### src/rtl/interleave_ctrl_sequencer_if.sv
// Control/handshake bundle between the host-side ap_ctrl signals and the channel sequencer.
// The slave side is the sequencer; the master side is whatever drives ap_start and the channel dones.
interface interleave_ctrl_sequencer_if #(
    parameter int C_NUM_CHANNELS    = 4,
    parameter int C_STAGGER_WIDTH   = 8,
    parameter int C_CYCLE_CNT_WIDTH = 32
);
    logic                         ap_start;
    logic                         ap_continue;
    logic                         ap_idle;
    logic                         ap_ready;
    logic                         ap_done;
    logic [C_NUM_CHANNELS-1:0]    ctrl_chan_en;
    logic [C_STAGGER_WIDTH-1:0]   ctrl_stagger;
    logic [C_NUM_CHANNELS-1:0]    ch_start;
    logic [C_NUM_CHANNELS-1:0]    ch_done;
    logic [C_NUM_CHANNELS-1:0]    ch_done_vec;
    logic [C_CYCLE_CNT_WIDTH-1:0] cycle_count;

    modport slave (
        input  ap_start, ap_continue, ctrl_chan_en, ctrl_stagger, ch_done,
        output ap_idle, ap_ready, ap_done, ch_start, ch_done_vec, cycle_count
    );

    modport master (
        output ap_start, ap_continue, ctrl_chan_en, ctrl_stagger, ch_done,
        input  ap_idle, ap_ready, ap_done, ch_start, ch_done_vec, cycle_count
    );
endinterface

### src/rtl/interleave_ctrl_sequencer.sv
// N-channel ap_ctrl sequencer: launches enabled channels in index order with a fixed stagger,
// collects per-channel completion and reports ap_ready/ap_done/ap_idle plus run length.
module interleave_ctrl_sequencer #(
    parameter int C_NUM_CHANNELS    = 4,
    parameter int C_STAGGER_WIDTH   = 8,
    parameter int C_CHAIN_MODE      = 0,
    parameter int C_CYCLE_CNT_WIDTH = 32
) (
    input  logic                       ap_clk,
    input  logic                       ap_rst_n,
    interleave_ctrl_sequencer_if.slave ctrl
);
    localparam int N  = C_NUM_CHANNELS;
    localparam int SW = C_STAGGER_WIDTH;
    localparam int CW = C_CYCLE_CNT_WIDTH;

    typedef enum logic [1:0] {
        S_IDLE,
        S_LAUNCH,
        S_WAIT,
        S_DONE
    } state_t;

    state_t          state;
    logic [N-1:0]    en_mask;
    logic [N-1:0]    started;
    logic [N-1:0]    pending;
    logic [SW-1:0]   stagger;
    logic [SW-1:0]   gap_cnt;
    logic [N-1:0]    ch_start_q;
    logic [N-1:0]    ch_done_vec_q;
    logic [CW-1:0]   cycle_count_q;
    logic            ap_idle_q;
    logic            ap_ready_q;
    logic            ap_done_q;

    logic [N-1:0]    done_hit;
    logic [N-1:0]    done_all;
    logic [N-1:0]    accept_first;
    logic [N-1:0]    accept_rest;
    logic [N-1:0]    next_pick;
    logic [N-1:0]    pending_rest;
    logic [CW-1:0]   cnt_next;

    // Isolates the lowest set bit, i.e. the next channel in ascending index order.
    function automatic logic [N-1:0] lowest_bit(input logic [N-1:0] v);
        return v & (~v + N'(1));
    endfunction

    always_comb begin
        // NOTE: every signal gets a value on every path here, so no latch can be inferred.
        done_hit     = ctrl.ch_done & started & en_mask;
        done_all     = ch_done_vec_q | done_hit;
        accept_first = lowest_bit(ctrl.ctrl_chan_en);
        accept_rest  = ctrl.ctrl_chan_en & ~accept_first;
        next_pick    = lowest_bit(pending);
        pending_rest = pending & ~next_pick;
        cnt_next     = (cycle_count_q == '1) ? cycle_count_q : cycle_count_q + CW'(1);
    end

    // NOTE: all state, including the latched configuration, is reset so a mid-run reset leaves nothing stale.
    always_ff @(posedge ap_clk or negedge ap_rst_n) begin
        if (!ap_rst_n) begin
            state         <= S_IDLE;
            en_mask       <= '0;
            started       <= '0;
            pending       <= '0;
            stagger       <= '0;
            gap_cnt       <= '0;
            ch_start_q    <= '0;
            ch_done_vec_q <= '0;
            cycle_count_q <= '0;
            ap_idle_q     <= 1'b1;
            ap_ready_q    <= 1'b0;
            ap_done_q     <= 1'b0;
        end else begin
            // NOTE: non-blocking defaults make ch_start and ap_ready single-cycle pulses unless overridden below.
            ch_start_q <= '0;
            ap_ready_q <= 1'b0;
            case (state)
                S_IDLE: begin
                    if (ctrl.ap_start) begin
                        en_mask       <= ctrl.ctrl_chan_en;
                        stagger       <= ctrl.ctrl_stagger;
                        gap_cnt       <= ctrl.ctrl_stagger;
                        ch_start_q    <= accept_first;
                        started       <= accept_first;
                        pending       <= accept_rest;
                        ap_ready_q    <= (accept_rest == '0);
                        ch_done_vec_q <= '0;
                        cycle_count_q <= '0;
                        ap_idle_q     <= 1'b0;
                        state         <= S_LAUNCH;
                    end
                end
                S_LAUNCH: begin
                    ch_done_vec_q <= done_all;
                    cycle_count_q <= cnt_next;
                    // An empty pending set means ap_ready is already showing for the last launch.
                    if (pending == '0) begin
                        state <= S_WAIT;
                    end else if (gap_cnt != '0) begin
                        gap_cnt <= gap_cnt - SW'(1);
                    end else begin
                        ch_start_q <= next_pick;
                        started    <= started | next_pick;
                        pending    <= pending_rest;
                        ap_ready_q <= (pending_rest == '0);
                        gap_cnt    <= stagger;
                    end
                end
                S_WAIT: begin
                    ch_done_vec_q <= done_all;
                    cycle_count_q <= cnt_next;
                    if (done_all == en_mask) begin
                        ap_done_q <= 1'b1;
                        state     <= S_DONE;
                    end
                end
                S_DONE: begin
                    if (C_CHAIN_MODE == 0 || ctrl.ap_continue) begin
                        ap_done_q <= 1'b0;
                        ap_idle_q <= 1'b1;
                        state     <= S_IDLE;
                    end
                end
                default: begin
                    state <= S_IDLE;
                end
            endcase
        end
    end

    assign ctrl.ap_idle     = ap_idle_q;
    assign ctrl.ap_ready    = ap_ready_q;
    assign ctrl.ap_done     = ap_done_q;
    assign ctrl.ch_start    = ch_start_q;
    assign ctrl.ch_done_vec = ch_done_vec_q;
    assign ctrl.cycle_count = cycle_count_q;
endmodule

### src/flat_wrapper.sv
// flat-port wrapper written by rule: the top's interface ports become plain ports
module interleave_ctrl_sequencer_flat 
#(
    parameter int C_NUM_CHANNELS    = 4,
    parameter int C_STAGGER_WIDTH   = 8,
    parameter int C_CHAIN_MODE      = 0,
    parameter int C_CYCLE_CNT_WIDTH = 32
)
  (ap_clk, ap_rst_n, ctrl_ap_start, ctrl_ap_continue, ctrl_ctrl_chan_en, ctrl_ctrl_stagger, ctrl_ch_done, ctrl_ap_idle, ctrl_ap_ready, ctrl_ap_done, ctrl_ch_start, ctrl_ch_done_vec, ctrl_cycle_count);
  interleave_ctrl_sequencer_if #(.C_NUM_CHANNELS(C_NUM_CHANNELS), .C_STAGGER_WIDTH(C_STAGGER_WIDTH), .C_CYCLE_CNT_WIDTH(C_CYCLE_CNT_WIDTH)) ctrl_i ();
  input  logic ap_clk;
  input  logic ap_rst_n;
  input wire logic [$bits(ctrl_i.ap_start)-1:0] ctrl_ap_start;
  input wire logic [$bits(ctrl_i.ap_continue)-1:0] ctrl_ap_continue;
  input wire logic [$bits(ctrl_i.ctrl_chan_en)-1:0] ctrl_ctrl_chan_en;
  input wire logic [$bits(ctrl_i.ctrl_stagger)-1:0] ctrl_ctrl_stagger;
  input wire logic [$bits(ctrl_i.ch_done)-1:0] ctrl_ch_done;
  output wire logic [$bits(ctrl_i.ap_idle)-1:0] ctrl_ap_idle;
  output wire logic [$bits(ctrl_i.ap_ready)-1:0] ctrl_ap_ready;
  output wire logic [$bits(ctrl_i.ap_done)-1:0] ctrl_ap_done;
  output wire logic [$bits(ctrl_i.ch_start)-1:0] ctrl_ch_start;
  output wire logic [$bits(ctrl_i.ch_done_vec)-1:0] ctrl_ch_done_vec;
  output wire logic [$bits(ctrl_i.cycle_count)-1:0] ctrl_cycle_count;
  assign ctrl_i.ap_start = ctrl_ap_start;
  assign ctrl_i.ap_continue = ctrl_ap_continue;
  assign ctrl_i.ctrl_chan_en = ctrl_ctrl_chan_en;
  assign ctrl_i.ctrl_stagger = ctrl_ctrl_stagger;
  assign ctrl_i.ch_done = ctrl_ch_done;
  assign ctrl_ap_idle = ctrl_i.ap_idle;
  assign ctrl_ap_ready = ctrl_i.ap_ready;
  assign ctrl_ap_done = ctrl_i.ap_done;
  assign ctrl_ch_start = ctrl_i.ch_start;
  assign ctrl_ch_done_vec = ctrl_i.ch_done_vec;
  assign ctrl_cycle_count = ctrl_i.cycle_count;
  interleave_ctrl_sequencer #(.C_NUM_CHANNELS(C_NUM_CHANNELS), .C_STAGGER_WIDTH(C_STAGGER_WIDTH), .C_CHAIN_MODE(C_CHAIN_MODE), .C_CYCLE_CNT_WIDTH(C_CYCLE_CNT_WIDTH)) u_core (.ap_clk(ap_clk), .ap_rst_n(ap_rst_n), .ctrl(ctrl_i));
endmodule
### config.mk
export PLATFORM = sky130hd
export DESIGN_NAME = interleave_ctrl_sequencer_flat
export DESIGN_NICKNAME = d
export VERILOG_FILES = /design/src/rtl/interleave_ctrl_sequencer_if.sv /design/src/rtl/interleave_ctrl_sequencer.sv /design/src/flat_wrapper.sv
export SDC_FILE = /design/constraint.sdc
export NUM_CORES = 1
export LEC_CHECK = 0
export BUFFER_PORTS_ARGS = -buffer_cell sky130_fd_sc_hd__buf_2
export CAP_MARGIN = 20
export CORE_ASPECT_RATIO = 1.25
export CORE_MARGIN = 2
export CORE_UTILIZATION = 43
export DETAILED_ROUTE_END_ITERATION = 8
export GPL_ROUTABILITY_DRIVEN = 1
export GPL_TIMING_DRIVEN = 0
export PLACE_DENSITY = 0.61
export SLEW_MARGIN = 0
export SYNTH_ARGS = -nofsm -noshare
export SYNTH_HDL_FRONTEND = slang
export SYNTH_SLANG_ARGS = --single-unit
### constraint.sdc
create_clock -name ap_clk -period 3.58 [get_ports ap_clk]
set_input_delay 0.716 -clock ap_clk [delete_from_list [all_inputs] [get_ports ap_clk]]
set_output_delay 0.716 -clock ap_clk [all_outputs]
set_load 0.005 [all_outputs]
==> metrics <==
Post-Syn Area 4040 um^2; power share of the clock group 0.243; Distinct cells, synth 60; vias per cell 5.96; die area 10200 um^2; global-route wire length before repair 18700 um; DR vias 3775; critical path class register to register; Max Buffers Root-to-Sink 2; total gr overflow 0; core area 9130 um^2; net count after synthesis 458; final hold viol count 0; Max-slew headroom 0.371; initial antenna violation count 0; Die Y 112 um; Largest stage delay, worst path 0.42 ns; met2 Use GR 0.371; RSZ-0062 raised after global routing no; post-synthesis sequential area ratio 0.446; synth top area cells dfrtp_1, nand2_1, o31ai_1; CTS Sinks 72; Critical Path AT 2.95 ns; DRC viols 0; drt pass-1 iters 5; FMAX 364 MHz; DRT Wirelength 11100 um; final period utilization 0.768; maximum vdd ir drop 424 uV; ys flop type dfrtp_1; Critical-path top delay cell nor2_1; fraction of layout cells with a size suffix above 1 0.188; buffers and inverters on the worst path 3; per-cell routed wire length 17.5 um; H-tree lvl count 3; Ant. Diodes 0; WP data required 3.78 ns; I/O pin count 63; Sw Share 0.413; fin nets 531; Pint 2.35 mW; Cell Chain, Critical Path inv_1 -> ha_1 -> clkbuf_1 -> inv_1 -> nor2_1 -> nand2_1 -> o41ai_1; largest net degree at the start of global routing 47; maxcap violations 0; Flop pwr share 0.334; Worst Setup Start Kind register; post-CTS sizing 0; P_sw 1.65 mW; number of synthesized flops with an enable pin 0; GRT Util Overall 0.226; cts hold-fix bufs 0; status complete, no violations; share of Yosys cell area claimed by the top area cell type 0.439; Max Slew Vio Count 0; Std-Cell Rows 39; Initial Util 0.443; Layout area overhead 19.9%; post-synth top area cell dfrtp_1; Final Skew 0.00483 ns; Worst path most repeated cell inv_1; # setup viols final 0; vias in the first global route 3672; GP Congestion 0.869; Die Width 90.7 um; actual slew at the worst max-slew pin 0.936 ns; dpl hpwl 7770 um; Tot Pwr 4.00 mW; synthesized area per cell 9.36 um^2; 1st-iter DRT viols 171; Synth Register Bits 72; Comb power frac 0.423; CTS tree built; fill cell count 851; HP Class input port to async pin; grt met3 use 0.0369; flop-to-flop setup slack 0.83 ns; delay-heaviest family, CP simple AND/OR/NAND/NOR gates; I/O Buffers 61; Critical Path Sink Type register; Max FO, Critical Path 10; post-route setup TNS 0 ns; Reg clk slew, reported paths 0.06 ns; ANT nets after route 0; Num CTS Buffers 9; Root Buffer clkbuf_16; met1 Use GR 0.295; Post-synth ARST share 1.00; gr busiest metal met2; power density cells 825 nW/um^2; yosys warns 0; Leak Pwr 2.19 nW; Post-Syn Instances 432; Post-CTS Setup Repair Bufs 0; min Tclk post-route 2.75 ns; clock latency at the later pin of the worst-skew pair 0.34 ns
worst paths after layout:
kind | cells past startpoint | from | endpoint
worst max-delay path | 7 | u_core.state[0] | u_core.ctrl.cycle_count[5]
worst min-delay path | 1 | ap_rst_n | u_core.stagger[3]
worst max register to register | 7 | u_core.state[0] | u_core.ctrl.cycle_count[5]
worst min register to register | 1 | u_core.stagger[5] | u_core.stagger[5]
max in group asynchronous | 2 | ap_rst_n | u_core.ctrl.ap_idle
min in group ap_clk | 1 | u_core.stagger[5] | u_core.stagger[5]
layout make-up:
class | instances | area, um^2 | area share
multi-input cells | 327 | 2110 | 0.436
flip-flops and latches | 72 | 1800 | 0.372
repair buffers | 62 | 335 | 0.0692
clock buffers | 13 | 250 | 0.0516
well taps | 123 | 154 | 0.0318
plain buffers | 22 | 86.3 | 0.0178
clock inverters | 3 | 65.1 | 0.0134
inverters | 11 | 41.3 | 0.00852
synthesized netlist by cell type, types with 7 or more instances:
cell	n
dfrtp_1	71
nand2_1	47
o21ai_0	28
nor2_1	22
o31ai_1	22
a31oi_1	19
clkbuf_1	18
a21oi_1	15
nand2b_1	15
nand3_1	13
nand4_1	12
inv_1	11
mux2_2	11
a21o_1	8
and3_1	8
o211ai_1	8
o41ai_1	8
nor3_1	7
o22ai_1	7
worst register-to-register path, stage by stage, from the launching register on:
cell	delay (ns)
dfrtp_1	0.39
inv_1	0.08
ha_1	0.31
clkbuf_1	0.40
inv_1	0.26
nor2_1	0.42
nand2_1	0.34
o41ai_1	0.40
placed cells by master, fill, tap and decap left out, types with 9 or more instances in the layout:
cell and count:
nand2b_1 15, buf_2 62, o21ai_0 28, nand2_1 47
a21oi_1 15, nand3_1 13, nor2_1 22, mux2_2 11
clkbuf_16 9, a31oi_1 19, o31ai_1 22, inv_1 11
clkbuf_1 21, dfrtp_1 71, nand4_1 12
flip-flops by register name, indices dropped and copies added (netlist names):
signal	flops
u_core.state	2
u_core.gap_cnt	8
u_core.en_mask	4
u_core.ctrl.ap_ready	1
u_core.pending	3
u_core.ctrl.ap_done	1
u_core.stagger	8
u_core.started	4
u_core.ctrl.cycle_count	32
u_core.ctrl.ch_start	4
u_core.ctrl.ap_idle	1
u_core.ctrl.ch_done_vec	4
power by group through the flow:
| stage | registers [mW] | clock network [mW] | logic (mW) |
|---|---|---|---|
| after floorplan | 1.29 | 0 | 1.16 |
| after global placement | 1.34 | 0 | 1.65 |
| after detailed placement | 1.35 | 0 | 1.68 |
| after CTS | 1.34 | 0.983 | 1.69 |
| after global routing | 1.38 | 1.02 | 1.88 |
| final | 1.34 | 0.970 | 1.69 |
per-layer routing:
layer,part of all wire,wire length (um),vias up
met1,0.43,4820,1809
met5,0,0,-
met2,0.49,5410,136
met4,0.025,279,0
met3,0.054,596,24
li1,-,-,1806
cells by family (layout without fill, tap and decap cells):
kind of cell	after synthesis	count (layout)	share of synthesized area
AOI/OAI and AO/OA	143	143	0.244
xor gates and xnor gates	4	4	0.00867
adders and majority gates	7	7	0.0210
buffers and inverters	33	111	0.0316
DFF	72	72	0.446
muxes	15	15	0.0405
and+or+nand+nor	158	158	0.209
metrics by stage:
step	instances	area (um^2)	hold WS, ns	util	worst slack, ns
2_1_floorplan	432	4040	0.420	-	1.48
3_3_place_gp	616	4500	0.488	0.493	0.889
3_5_place_dp	617	4530	0.491	0.497	0.877
4_1_cts	633	4850	0.310	0.531	0.850
5_1_grt	633	4850	0.336	0.531	0.646
6_report	633	4850	0.299	0.531	0.829
Note: power is estimated with default switching activity, not from simulation.
